**src/rtl/ipv4_tx_framer.sv**
```systemverilog
// IPv4 TX framer: launches ip_encode, forwards its 20 header bytes, then streams payload toward the MAC.
// Optional IPV4_TX_MIN_PAD_EN pads short frames with zero bytes up to the 46-byte Ethernet minimum.
module ipv4_tx_framer #(
  parameter int MAX_PAYLOAD = 1480,
  parameter int HDR_BYTES   = 20
) (
  input  logic        clk,
  input  logic        rst,
  input  logic        start,
  input  logic [31:0] sa,
  input  logic [31:0] da,
  input  logic [15:0] payload_len,
  output logic        busy,
  output logic        reject,
  output logic        ip_en,
  output logic [31:0] ip_sa,
  output logic [31:0] ip_da,
  output logic [15:0] ip_len,
  input  logic [7:0]  ip_dout,
  input  logic        ip_ovalid,
  input  logic [7:0]  pl_data,
  input  logic        pl_valid,
  output logic        pl_ready,
  output logic [7:0]  tx_data,
  output logic        tx_valid,
  output logic        tx_last,
  output logic        tx_err,
  output logic        done
);
  localparam int MIN_PAY = 46 - HDR_BYTES;

  typedef enum logic [2:0] {IDLE, LAUNCH, HDR, PAY, FIN} state_t;
  state_t state, nxt;

  logic [4:0]  hcnt;
  logic [15:0] pcnt, len_q, tgt;
  logic [7:0]  q_data;
  logic        q_last, q_err;
  logic        hdr_end, hdr_ok, fill, in_pl, start_ok;

`ifdef IPV4_TX_MIN_PAD_EN
  assign tgt = (len_q < 16'(MIN_PAY)) ? 16'(MIN_PAY) : len_q;
`else
  assign tgt = len_q;
`endif

  // Payload bytes land in a one-byte stage (q_*) so the slot taken during the
  // byte-19 capture cycle can follow the header on tx_data without a gap.
  assign hdr_end  = (state == HDR) && (hcnt == 5'd19);
  assign hdr_ok   = hdr_end && ip_ovalid && (tgt != 16'd0);
  assign fill     = hdr_ok || ((state == PAY) && !q_last);
  assign in_pl    = pcnt < len_q;
  assign pl_ready = fill && in_pl;
  assign busy     = (state != IDLE);
  assign start_ok = start && (payload_len <= 16'(MAX_PAYLOAD));

  always_comb begin
    nxt = state;
    case (state)
      IDLE:    if (start_ok) nxt = LAUNCH;
      LAUNCH:  nxt = HDR;
      HDR:     if (hdr_end) nxt = hdr_ok ? PAY : FIN;
      PAY:     if (q_last) nxt = FIN;
      FIN:     nxt = IDLE;
      default: nxt = IDLE;
    endcase
  end

  always_ff @(posedge clk) begin
    if (rst) begin
      state    <= IDLE;
      hcnt     <= '0;
      pcnt     <= '0;
      len_q    <= '0;
      q_data   <= '0;
      q_last   <= 1'b0;
      q_err    <= 1'b0;
      ip_sa    <= '0;
      ip_da    <= '0;
      ip_len   <= '0;
      ip_en    <= 1'b0;
      reject   <= 1'b0;
      tx_data  <= '0;
      tx_valid <= 1'b0;
      tx_last  <= 1'b0;
      tx_err   <= 1'b0;
      done     <= 1'b0;
    end else begin
      state    <= nxt;
      ip_en    <= (nxt == LAUNCH) || (nxt == HDR);
      reject   <= 1'b0;
      done     <= (state == FIN);
      tx_data  <= '0;
      tx_valid <= 1'b0;
      tx_last  <= 1'b0;
      tx_err   <= 1'b0;
      case (state)
        IDLE: begin
          hcnt   <= '0;
          pcnt   <= '0;
          q_last <= 1'b0;
          q_err  <= 1'b0;
          if (start_ok) begin
            ip_sa  <= sa;
            ip_da  <= da;
            len_q  <= payload_len;
            ip_len <= 16'(HDR_BYTES) + payload_len;
          end else if (start) begin
            reject <= 1'b1;
          end
        end
        HDR: begin
          tx_data  <= ip_dout;
          tx_valid <= 1'b1;
          hcnt     <= hcnt + 5'd1;
          if (hdr_end) begin
            tx_last <= !ip_ovalid || (tgt == 16'd0);
            tx_err  <= !ip_ovalid;
          end
        end
        PAY: begin
          tx_data  <= q_data;
          tx_valid <= 1'b1;
          tx_last  <= q_last;
          tx_err   <= q_err;
        end
        default: ;
      endcase
      if (fill) begin
        if (in_pl) begin
          // A missing payload byte becomes an aborting 0x00 slot.
          q_data <= pl_valid ? pl_data : 8'h00;
          q_err  <= !pl_valid;
          q_last <= !pl_valid || (pcnt == tgt - 16'd1);
          if (pl_valid) pcnt <= pcnt + 16'd1;
        end else begin
          q_data <= 8'h00;
          q_err  <= 1'b0;
          q_last <= (pcnt == tgt - 16'd1);
          pcnt   <= pcnt + 16'd1;
        end
      end
    end
  end
endmodule
```
**config.mk**
```make
export PLATFORM = sky130hd
export DESIGN_NAME = ipv4_tx_framer
export DESIGN_NICKNAME = d
export VERILOG_FILES = /design/src/rtl/ipv4_tx_framer.sv
export SDC_FILE = /design/constraint.sdc
export NUM_CORES = 1
export LEC_CHECK = 0
export ABC_AREA = 1
export ABC_CLOCK_PERIOD_IN_PS = 2700
export CAP_MARGIN = 30
export CORE_ASPECT_RATIO = 0.6
export CORE_UTILIZATION = 49
export CTS_BUF_LIST = sky130_fd_sc_hd__clkbuf_2
export CTS_CLUSTER_SIZE = 14
export DETAILED_ROUTE_END_ITERATION = 6
export PLACE_DENSITY = 0.83
export SLEW_MARGIN = 20
export SYNTH_ARGS = -nofsm -noshare
export SYNTH_HDL_FRONTEND = slang
export SYNTH_SLANG_ARGS = --single-unit
```
**constraint.sdc**
```tcl
create_clock -name clk -period 2.7 [get_ports clk]
set_input_delay 0.405 -clock clk [delete_from_list [all_inputs] [get_ports clk]]
set_output_delay 0.405 -clock clk [all_outputs]
set_load 0.05 [all_outputs]
```
* Yosys cells after proc, flatten, opt, wreduce, memory -nomap -nowiden *
Index checks and enable logic that the tools add are counted.

storage, ports and cells
  logic and storage cells = 78
  register bits = 144

operators by class
  $add $sub $neg = 4
  reductions and logical operators = 22
  equal/unequal tests = 8
  muxes and demuxes = 24
  $lt $le $gt $ge = 2
  bitwise operators = 1

operator list
  operator                                                          count
  two-way mux 16 bit                                                4
  adder 16 x 1 -> 16 bit, second input constant                     1
  adder 5 x 16 -> 16 bit, first input constant                      1
  == test 16 bit                                                    1
  less-or-equal comparator 16 x 11 -> 1 bit, second input constant  1
  zero test 16 bit                                                  1
  less-than comparator 16 bit                                       1
  two-way mux 8 bit                                                 2
  case mux 8 bit (2 select lines)                                   1
  nonzero test 16 bit                                               1
  subtractor 16 x 1 -> 16 bit, second input constant                1
  two-way mux 3 bit                                                 4
  case mux 3 bit (4 select lines)                                   1
  case mux 5 bit (2 select lines)                                   1
  == test 3 x 2 -> 1 bit, second input constant                     3
  two-way mux 1 bit                                                 9
  == test 3 x 1 -> 1 bit, second input constant                     2
  logical AND 1 bit                                                 6
  adder 5 x 1 -> 5 bit, second input constant                       1
  == test 5 bit, second input constant                              1
  logical OR 1 bit                                                  4
  case mux 1 bit (2 select lines)                                   2
  nonzero test 2 bit                                                2
  == test 3 bit, second input constant                              1
  other kinds (7)                                                   9

* Longest topological paths before layout *
  depth after elaboration = 9
  gate-level depth with buffers = 16
  gate-level depth less buffers = 16

* Worst setup path before layout *
OpenSTA, ideal clock, no wires.

  kind = reg-to-output
  start = reg len_q[5]
  end = out pl_ready
  setup slack = 760 ps
  cell stages (with the launch flop) = 10
  buffers on the path = 0
  arrival time = 1535 ps
  cells stage by stage = dfxtp_1 > inv_1 > ha_1 > a21oi_1 > nor2_1 > a211oi_1 > nand2_1 > nand2_1 > nand2_1 > nor2_8

on the way
  cells in the longest elaborated chain, start to end = 4
  elaborated cells on any way between the ends = 5

ends and longest elaborated chain
  item                                                                 RTL line  RTL
  start, declared                                                      36        logic [15:0] pcnt, len_q, tgt;
  start signal, assigned                                               106       len_q <= payload_len;
  branches (longest 3 deep; another with less-than comparator 16 bit)  n/a
  logical AND 1 bit *                                                  53        assign pl_ready = fill && in_pl;
  end, declared                                                        23        output logic pl_ready,

Every way passes the cells marked *.

* Final worst setup path *
  start = reg len_q[11]
  end = out pl_ready

The elaborated chain is that of the path after synthesis.

==> results.yml <==
worst_setup_path:
  reg2reg_depth: 11
  worst_path_max_delay_cell: "dfxtp_4"
  path_max_fanout: 3
  cp_data_required_time_ps: 2300
  path_class: "flip-flop to output pin"
  crit_chain: "inv_1, ha_4, nand2_2, o21bai_1, a21oi_2, nor2_2, nand2_4, nor2_8, buf_12"
  r2r_start: "len_q[14]"
  critPathMaxStageDelay_ps: 390
  cp.arrival_ps: 2360
  endpoint_kind: "output pin"
  start_kind: "flip-flop"
  setup.worst_path.start: "len_q[11]"
  reg2reg_setup_slack_ps: 580
  r2r-end: "pcnt[13]"
  cp-endpoint: "pl_ready"
clock_network:
  cts_tree: "yes"
  clockBufferDepth: 2
  clkTransAtPathRegs_ps: 270
  cts_max_level: 4
  clock-root-buffer: "clkbuf_2"
  cts.sinks: 142
  ctsHoldBuffers: 0
  cts_inserted_buffers: 17
  clkLatencyLatePin_ps: 730
cells_and_area:
  mostFrequentLayoutCell: "nor2_1"
  final_nets: 1239
  drive_gt1_share_pct: 14.3
  most-common-layout-cells: "nor2_1, clkdlybuf4s50_1, nand2_1"
  fin_util_pct: 73.0
  antenna_cells: 0
  syn2layout_area_growth_pct: 44.6
  fillers: 988
sta:
  rsz0062_at_grt: "true"
  worst_slack_ps: -65.6
  hold_viol_final: 0
  setup_viol: 1
  tightest_slew_ps: 620
  skew_ps: 45.6
  hold_ws_ps: 184
  min_period_ps: 2770
  slew_headroom_pct: 58.5
  slew_violations: 0
  fin_crit_sh_pct: 102
  fmax_mhz: 362
detailed_routing:
  vias_per_cell: 5.29
  antenna_left: 0
  vias: 6877
  post_drt_wl_per_cell_um: 16.0
  wirelength_um: 20700
  dr.pass1.iters: 7
  detail_route.drc_violations: 0
  dr.first_iter.drc_count: 507
synthesis:
  synthesis.area_um2: 6510
  synth_fp_nets: 1025
  ys_types: 35
  ys_seq_area_share_pct: 43.6
  synth_warnings: 0
  syn_inst: 903
  synthTopCellsByArea: "dfxtp_1, nor2_1, nand2_1"
  synth.avg_cell_area_um2: 7.21
  synth_top_area_cell: "dfxtp_1"
  ys_ff_latch: 142
  netlist.area_leader.share_pct: 43.6
global_route:
  antenna_found_initial: 0
  grt_pass1_wl_um: 31800
  overflow: 0
  track_usage_pct: 29.8
  grt_pass1_vias: 6257
  grt_max_degree: 65
pwr:
  power_density_nw_per_um2: 417
  leakagePower_nw: 3.97
  power_mw: 3.93
  ir_drop_mv: 0.265
floorplan:
  die_y_um: 91.3
  die_area_um2: 13800
  coreArea_um2: 12900
  io_pins: 197
  die_w_um: 151
  rows: 32
  initial_core_util_pct: 50.5
placement:
  port_buffers: 196
  gp_congestion: 0.950
  dp.final_hpwl_um: 14200
outcome:
  violations: "negative setup slack"
  outcome: "finished, violations left"
flow_run:
  cap_violations: 0
min_path:
  min_path_type: "input pin to flip-flop"
## cells in the mapped netlist, drive strengths merged
cell type  number
nor2          202
dfxtp         142
nand2         139
o21ai          97
inv            71
a21oi          67
nand3          52
clkbuf         25
xor2           23
buf            21
ha             21
nor3           14
nand4          11
nor4            4
xnor2           4
a211oi          2
o21bai          2
a22oi           1
and2            1
clkinv          1
nand3b          1
nor3b           1
o31ai           1
## worst max-delay path, delay by kind of cell (launching register included)
kind                       cells  cell delay (ps)
and+or+nand+nor                4              490
DFF                            1              390
buffers and inverters          2              290
AOI/OAI and AO/OA              2              240
adders and majority gates      1              230
## logic make-up after synthesis
kind of cell    count (synthesis)  synth area share (%)
compound gates                170                  13.3
xor+xnor                       27                  3.63
fa+ha+maj                      21                  4.03
buf+inv                       118                  7.74
flops                         142                  43.6
simple gates                  425                  27.7
## power by group
part | internal, mW | switching, mW | total (mW)
clock network | 0.477 | 0.939 | 1.42
registers | 2.11 | 0.00760 | 2.11
logic | 0.201 | 0.197 | 0.397
total | 2.78 | 1.14 | 3.93
## cell type report
cell class | count | area (um^2) | share of cell area (%)
Multi-Input combinational cell | 643 | 3380 | 35.9
Sequential cell | 142 | 2910 | 30.9
Timing Repair Buffer | 241 | 2350 | 25.0
Inverter | 72 | 285 | 3.03
Tap cell | 170 | 213 | 2.26
Clock inverter | 15 | 191 | 2.03
Clock buffer | 17 | 85.1 | 0.903
## metal layers
metal | up-vias | routed length, um | share of wire, % | global-route usage [%]
li1 | 3362 | - | - | -
met4 | 0 | 464 | 2.2 | 9.67
met3 | 39 | 2190 | 11 | 9.90
met1 | 3174 | 9080 | 44 | 41.4
met5 | - | 0 | 0 | 0
met2 | 302 | 9010 | 43 | 43.0
## state kept, by name, summed over array words and instances, names as in the netlist, 5 cells and up
name     count
ip_sa       32
hcnt         5
q_data       8
tx_data      8
ip_len      16
len_q       14
pcnt        16
ip_da       32
## worst min path at each step
stage                       endpoint       start  cells past startpoint  slack, ps
final                     tx_data[3]  ip_dout[3]                      3        180
after global routing      tx_data[3]  ip_dout[3]                      3        150
after CTS                 tx_data[3]  ip_dout[3]                      3        150
after detailed placement  ip_len[15]  ip_len[15]                      2        430
after global placement          done    state[0]                      1        420
after floorplan                 done    state[0]                      1        400
## stage by stage
step / worst slack, ps / TNS [ps] / cell area [um^2] / cells
floorplan: 760 / 0 / 6510 / 903
CTS: -62.7 / -62.7 / 9160 / 1290
global route: -177 / -177 / 9420 / 1300
global placement: 217 / 0 / 8700 / 1248
finish: -65.6 / -65.6 / 9420 / 1300
detailed placement: 62.1 / 0 / 8700 / 1248
## what timing repair did
item	4_1_cts	5_1_grt
resized for setup	41	46
pin swaps	13	12
setup buffers	10	10
setup endpoints to repair	1	1
gates cloned	0	0
No activity file was read; power rests on OpenSTA's default activity.
